**src/rtl/vga_rect_fill.sv**
```systemverilog
// Memory-mapped rectangle-fill engine: the CPU programs corners and a colour,
// then START streams one pixel write per clock in raster order to the VGA adapter.
module vga_rect_fill #(
  parameter logic [31:0] BASE_ADDR = 32'hFFFF0200,
  parameter int          H_RES     = 320,
  parameter int          V_RES     = 240
) (
  input  logic        iCLK,
  input  logic        iRST,
  input  logic        iMemWrite,
  input  logic [31:0] iwMemAddress,
  input  logic [31:0] iwMemWriteData,
  output logic [31:0] oMemReadData,
  output logic [8:0]  oX,
  output logic [7:0]  oY,
  output logic [7:0]  oColor,
  output logic        oWriteEn,
  output logic        oBusy
);

  localparam logic [8:0] X_MAX = 9'(H_RES - 1);
  localparam logic [7:0] Y_MAX = 8'(V_RES - 1);

  typedef enum logic {IDLE, FILL} state_t;

  state_t state, state_next;

  logic [8:0] x0_reg, x1_reg;
  logic [7:0] y0_reg, y1_reg, color_reg;

  logic [8:0] work_x0, work_x0_next;
  logic [8:0] work_x1, work_x1_next;
  logic [7:0] work_y1, work_y1_next;
  logic [8:0] pix_x, pix_x_next;
  logic [7:0] pix_y, pix_y_next;
  logic [7:0] pix_color, pix_color_next;
  logic       done, done_next;
  logic       err, err_next;

  logic [31:0] offset;
  logic        in_win;
  logic [2:0]  reg_sel;
  logic        wr_en;
  logic        ctrl_wr;
  logic        start_cmd;
  logic        abort_cmd;
  logic [8:0]  clip_x1;
  logic [7:0]  clip_y1;
  logic        bad_rect;
  logic        unused_bits;

  // The subtraction wraps, so addresses below BASE_ADDR land far outside the window.
  assign offset    = iwMemAddress - BASE_ADDR;
  assign in_win    = (offset < 32'h18) && (offset[1:0] == 2'b00);
  assign reg_sel   = offset[4:2];
  assign wr_en     = iMemWrite && in_win;
  assign ctrl_wr   = wr_en && (reg_sel == 3'd5);
  assign start_cmd = ctrl_wr && iwMemWriteData[0] && !iwMemWriteData[1];
  assign abort_cmd = ctrl_wr && iwMemWriteData[1];

  assign clip_x1  = (x1_reg > X_MAX) ? X_MAX : x1_reg;
  assign clip_y1  = (y1_reg > Y_MAX) ? Y_MAX : y1_reg;
  assign bad_rect = (x0_reg > clip_x1) || (y0_reg > clip_y1);

  assign unused_bits = ^iwMemWriteData[31:9];

  always_ff @(posedge iCLK or negedge iRST) begin
    if (!iRST) begin
      x0_reg    <= '0;
      y0_reg    <= '0;
      x1_reg    <= '0;
      y1_reg    <= '0;
      color_reg <= '0;
    end else if (wr_en) begin
      case (reg_sel)
        3'd0:    x0_reg    <= iwMemWriteData[8:0];
        3'd1:    y0_reg    <= iwMemWriteData[7:0];
        3'd2:    x1_reg    <= iwMemWriteData[8:0];
        3'd3:    y1_reg    <= iwMemWriteData[7:0];
        3'd4:    color_reg <= iwMemWriteData[7:0];
        default: ;
      endcase
    end
  end

  always_comb begin
    oMemReadData = '0;
    if (in_win) begin
      case (reg_sel)
        3'd0:    oMemReadData = {23'b0, x0_reg};
        3'd1:    oMemReadData = {24'b0, y0_reg};
        3'd2:    oMemReadData = {23'b0, x1_reg};
        3'd3:    oMemReadData = {24'b0, y1_reg};
        3'd4:    oMemReadData = {24'b0, color_reg};
        3'd5:    oMemReadData = {29'b0, err, done, oBusy};
        default: oMemReadData = '0;
      endcase
    end
  end

  always_ff @(posedge iCLK or negedge iRST) begin
    if (!iRST) begin
      state     <= IDLE;
      work_x0   <= '0;
      work_x1   <= '0;
      work_y1   <= '0;
      pix_x     <= '0;
      pix_y     <= '0;
      pix_color <= '0;
      done      <= 1'b0;
      err       <= 1'b0;
    end else begin
      state     <= state_next;
      work_x0   <= work_x0_next;
      work_x1   <= work_x1_next;
      work_y1   <= work_y1_next;
      pix_x     <= pix_x_next;
      pix_y     <= pix_y_next;
      pix_color <= pix_color_next;
      done      <= done_next;
      err       <= err_next;
    end
  end

  // The fill runs from working copies so register writes mid-fill only affect the next START.
  always_comb begin
    state_next     = state;
    work_x0_next   = work_x0;
    work_x1_next   = work_x1;
    work_y1_next   = work_y1;
    pix_x_next     = pix_x;
    pix_y_next     = pix_y;
    pix_color_next = pix_color;
    done_next      = done;
    err_next       = err;
    case (state)
      IDLE: begin
        if (start_cmd) begin
          if (bad_rect) begin
            done_next = 1'b1;
            err_next  = 1'b1;
          end else begin
            done_next      = 1'b0;
            err_next       = 1'b0;
            work_x0_next   = x0_reg;
            work_x1_next   = clip_x1;
            work_y1_next   = clip_y1;
            pix_x_next     = x0_reg;
            pix_y_next     = y0_reg;
            pix_color_next = color_reg;
            state_next     = FILL;
          end
        end
      end
      FILL: begin
        if (abort_cmd) begin
          state_next = IDLE;
        end else if (pix_x < work_x1) begin
          pix_x_next = pix_x + 9'd1;
        end else if (pix_y < work_y1) begin
          pix_x_next = work_x0;
          pix_y_next = pix_y + 8'd1;
        end else begin
          done_next  = 1'b1;
          state_next = IDLE;
        end
      end
      default: state_next = IDLE;
    endcase
  end

  assign oX       = pix_x;
  assign oY       = pix_y;
  assign oColor   = pix_color;
  assign oWriteEn = (state == FILL);
  assign oBusy    = (state == FILL);

endmodule

```
**config.mk**
```make
export PLATFORM = sky130hd
export DESIGN_NAME = vga_rect_fill
export DESIGN_NICKNAME = d
export VERILOG_FILES = /design/src/rtl/vga_rect_fill.sv
export SDC_FILE = /design/constraint.sdc
export NUM_CORES = 1
export LEC_CHECK = 0
export ABC_AREA = 1
export CAP_MARGIN = 40
export CELL_PAD_IN_SITES_DETAIL_PLACEMENT = 1
export CELL_PAD_IN_SITES_GLOBAL_PLACEMENT = 2
export CORE_MARGIN = 2
export CORE_UTILIZATION = 32
export CTS_BUF_LIST = sky130_fd_sc_hd__clkbuf_4
export CTS_CLUSTER_SIZE = 25
export DETAILED_ROUTE_END_ITERATION = 12
export GPL_ROUTABILITY_DRIVEN = 0
export HOLD_SLACK_MARGIN = 0.12
export PLACE_DENSITY = 0.95
export SLEW_MARGIN = 20
export SYNTH_ARGS = -nofsm -noshare
export SYNTH_HDL_FRONTEND = slang
export SYNTH_SLANG_ARGS = --single-unit
```
**constraint.sdc**
```tcl
create_clock -name iCLK -period 6.2 [get_ports iCLK]
set_input_delay 1.24 -clock iCLK [delete_from_list [all_inputs] [get_ports iCLK]]
set_output_delay 1.24 -clock iCLK [all_outputs]
set_load 0.02 [all_outputs]
```
==> results.cfg, run 1 <==
[run_status]
outcome = finished clean

[drt]
first_iter_violations = 309
drt-total-wl_um = 18900
drcViolationCount = 0
firstDrtPassIters = 4
route.detailed.wl_per_inst_um = 15.1
routed_via_count_divided_by_cell_count = 4.88
via_count_of_the_routed_design = 6117
postRouteAntennaNets = 0

[synth]
postSynthCellCount = 908
ys.flop_type = sky130_fd_sc_hd__dfrtp_1
adder_cell_fraction_of_synth_area_pct = 6.79
muxShareOfSynthArea_pct = 0
yosysUniqueCellTypes = 46
synth_top_cells_by_area = sky130_fd_sc_hd__dfrtp_1 37%, sky130_fd_sc_hd__nand2_1 18%, sky130_fd_sc_hd__ha_1 6.8%
synth_compound_area_share_pct = 11.4
ys.warnings.count = 0
ys_async_sr_fraction_pct = 100
synthesis.area_per_instance_sq_um = 7.10
sequential_cell_area_fraction_in_the_yosys_report_pct = 37.3
post_synth_and_or_nand_nor_area_fraction_pct = 32.4
synth_edf_count = 0
synth.cell_area_sq_um = 6450
synth_top_cell_by_area = sky130_fd_sc_hd__dfrtp_1
synth-xor-area-share_pct = 1.90
synth.top_cell.area_share_pct = 37.3
synth_seq_cells = 96
main_combinational_cell_family_by_area_after_synthesis = simple AND/OR/NAND/NOR gates

[floorplanning]
die_y_um = 146
io_pins = 126
initial_util_pct = 32.9
design.die.area_sq_um = 21300
row_count = 51
core_area_sq_um = 19600
chipWidth_um = 146

[clocking]
cts-htree-levels = 3
post-cts-setup-buffers = 0
clock-root-buffer = sky130_fd_sc_hd__clkbuf_4
cts_hold_repair.buffers = 0
cts.reportedPaths.clkPinSlew_ns = 0.15
cts-resized-gates = 0
tritoncts.num_buffers = 9
tritoncts = built
cts_num_sinks = 96
clkLatencyLatePin_ns = 0.49
longest_clk_path_bufs = 2

[timing]
setup_viol = 0
worst-slew-pin-transition_ns = 0.615
final_period_util_pct = 89.3
max_clock_freq_mhz = 181
post-route-worst-setup-slack_ns = 0.662
finalHoldViolCount = 0
timing.max_slew.rel_slack_pct = 58.6
fin_hold_ws_ns = 0.489
period_minus_slack_ns = 5.54
worst_clock_skew_ns = 0.0291
fin_tns_setup_ns = 0
final-max-slew-violation-count = 0
unrepaired_setup_endpoints_after_global_routing = false

[layout]
synthToLayoutAreaGrowth_pct = 17.3
final_design_area_no_fill_sq_um = 7560
layout.core_utilization_pct = 38.6
final_cell_mix = 306 x sky130_fd_sc_hd__nand2_1, 96 x sky130_fd_sc_hd__dfrtp_1, 91 x sky130_fd_sc_hd__inv_1
final_net_count = 1086
most_common_library_cell_in_the_layout_ignoring_fill_and_taps = sky130_fd_sc_hd__nand2_1
drive_gt1_share_pct = 5.57

[min_path]
worstHoldPathType = reg -> reg
min_path_cells = 2
worst_min_path_start = work_x0[5]$_DFFE_PN0P_
min_delay_worst_endpoint = work_x0[5]$_DFFE_PN0P_

[power_and_ir_drop]
p_seq_share_pct = 60.1
netSwitchingPower_uw = 292
combinationalPowerShare_pct = 10.7
leakage_power_uw = 0.00364
power-per-cell-area_nw_per_um2 = 138
p_int_uw = 751
swShare_pct = 28.0
max-vdd-ir-drop_mv = 0.0614
share_clk_of_total_power_pct = 29.2

[grt]
grt_usage_pct = 18.5
overflow = 0
antenna_found_initial = 0
pin_count_of_the_biggest_net_entering_global_routing = 50
grt_first_pass_wirelength_um = 32200
vias_in_the_first_global_route = 6235

[setup_path]
crit_family = simple AND/OR/NAND/NOR gates
crit_path_start_kind = primary input
r2r_setup_slack_ns = 2.79
worst_r2r_start = y1_reg[7]$_DFFE_PN0P_
worst_r2r_path_depth = 16
path_max_fanout = 10
most_prevalent_standard_cell_on_the_critical_path = sky130_fd_sc_hd__nand2_1
path_depth = 16
slowest_stage = sky130_fd_sc_hd__clkdlybuf4s50_1
cpPeakStageDelay_ns = 0.67
path_class = in -> out
critical_path_cell_sequence = clkdlybuf4s50_1, inv_1, ha_1, nand2_1, nor2_1, nand2_1, nand2_1, nand2_1, nand2_1, nand2_1, nor2_1, nand2_1, nor2_2, nand3_4, a31oi_1, clkdlybuf4s50_1
r2r_end = oY[0]$_DFFE_PN0P_
required_ns = 4.96
cp-end-kind = output pin
cp.buffers_inverters = 3
worst_ep_arrival_time_ns = 4.30

[placed_design]
dpl-instance-area_sq_um = 7450
placement.setup.worst_slack_ns = 0.681
port-buffer-count = 79
detailedPlacementHpwl_um = 14900

[flow_run]
max-cap-violations = 0
-- layout make-up --
cell class	instances	area (sq um)
well taps	265	332
fillers	2518	12000
flip-flops and latches	96	2400
multi-input cells	688	3470
repair buffers	88	868
clock buffers	10	75.1
diodes	1	2.50
clock inverters	5	33.8
inverters	101	379
-- routing by layer --
metal	up-vias	GRT usage, %	wire [um]
met5	-	0	0
met4	0	5.05	349
met3	21	2.95	822
met2	121	29.7	8510
met1	2914	25.8	9270
li1	3061	-	-
-- power groups by stage --
stage          clock network (uW)  logic, uW  registers, uW
2_1_floorplan                   0       60.2            638
3_3_place_gp                    0        110            638
3_5_place_dp                    0        113            638
4_1_cts                       314        113            626
5_1_grt                       335        126            627
6_report                      305        112            626
-- synthesized netlist by cell type (5+ instances only) --
master / n
sky130_fd_sc_hd__nand2_2: 6
sky130_fd_sc_hd__ha_1: 35
sky130_fd_sc_hd__o21ai_0: 76
sky130_fd_sc_hd__a21oi_1: 22
sky130_fd_sc_hd__clkbuf_1: 14
sky130_fd_sc_hd__inv_1: 91
sky130_fd_sc_hd__xnor2_1: 6
sky130_fd_sc_hd__inv_2: 7
sky130_fd_sc_hd__nand3_1: 50
sky130_fd_sc_hd__dfrtp_1: 96
sky130_fd_sc_hd__xor2_1: 8
sky130_fd_sc_hd__buf_2: 5
sky130_fd_sc_hd__a221oi_1: 6
sky130_fd_sc_hd__buf_4: 24
sky130_fd_sc_hd__nand3b_1: 5
sky130_fd_sc_hd__nand2_1: 306
sky130_fd_sc_hd__nor2_1: 71
sky130_fd_sc_hd__nand4_1: 24
sky130_fd_sc_hd__o211ai_1: 10
-- worst reg2reg max path: stages (launching register included) --
cell                      delay, ns
sky130_fd_sc_hd__dfrtp_1       0.48
sky130_fd_sc_hd__inv_1         0.09
sky130_fd_sc_hd__nor4_1        0.56
sky130_fd_sc_hd__nor2_1        0.15
sky130_fd_sc_hd__ha_1          0.34
sky130_fd_sc_hd__a21oi_1       0.15
sky130_fd_sc_hd__o21ai_0       0.10
sky130_fd_sc_hd__a21oi_1       0.13
sky130_fd_sc_hd__nor2_1        0.05
sky130_fd_sc_hd__o32ai_1       0.15
sky130_fd_sc_hd__nand2_1       0.13
sky130_fd_sc_hd__nor2_1        0.19
sky130_fd_sc_hd__nand4_2       0.12
sky130_fd_sc_hd__buf_4         0.33
sky130_fd_sc_hd__nand2_2       0.22
sky130_fd_sc_hd__nand2_1       0.08
sky130_fd_sc_hd__nand2_1       0.06
-- worst max path at each step --
stage                      from              end  slack, ns
5_1_grt         iwMemAddress[9]  oMemReadData[1]       0.35
2_1_floorplan  iwMemAddress[10]  oMemReadData[3]       2.01
6_report        iwMemAddress[9]  oMemReadData[1]       0.66
3_5_place_dp    iwMemAddress[9]  oMemReadData[1]       0.68
3_3_place_gp    iwMemAddress[9]  oMemReadData[1]       0.70
4_1_cts         iwMemAddress[9]  oMemReadData[1]       0.65
-- stage by stage --
step / power (uW) / instances
6_report: 1040 / 1254
5_1_grt: 1090 / 1253
2_1_floorplan: 698 / 930
4_1_cts: 1050 / 1253
3_3_place_gp: 748 / 1237
3_5_place_dp: 751 / 1238
-- kinds of logic after synthesis --
family | Yosys count
and+or+nand+nor | 486
AOI/OAI and AO/OA | 130
DFF | 96
other | 1
buffers and inverters | 146
xor gates and xnor gates | 14
adders and majority gates | 35
(Power assumes the default switching activity.)
==> run 2, diff against run 1 <==
--- a/config.mk
+++ b/config.mk
@@ -15,7 +15,6 @@
 export CTS_CLUSTER_SIZE = 25
 export DETAILED_ROUTE_END_ITERATION = 12
 export GPL_ROUTABILITY_DRIVEN = 0
-export HOLD_SLACK_MARGIN = 0.12
 export PLACE_DENSITY = 0.95
 export SLEW_MARGIN = 20
 export SYNTH_ARGS = -nofsm -noshare
==> results of run 2 <==
Same layout as run 1: the final DEF is identical, and so are final timing and power.
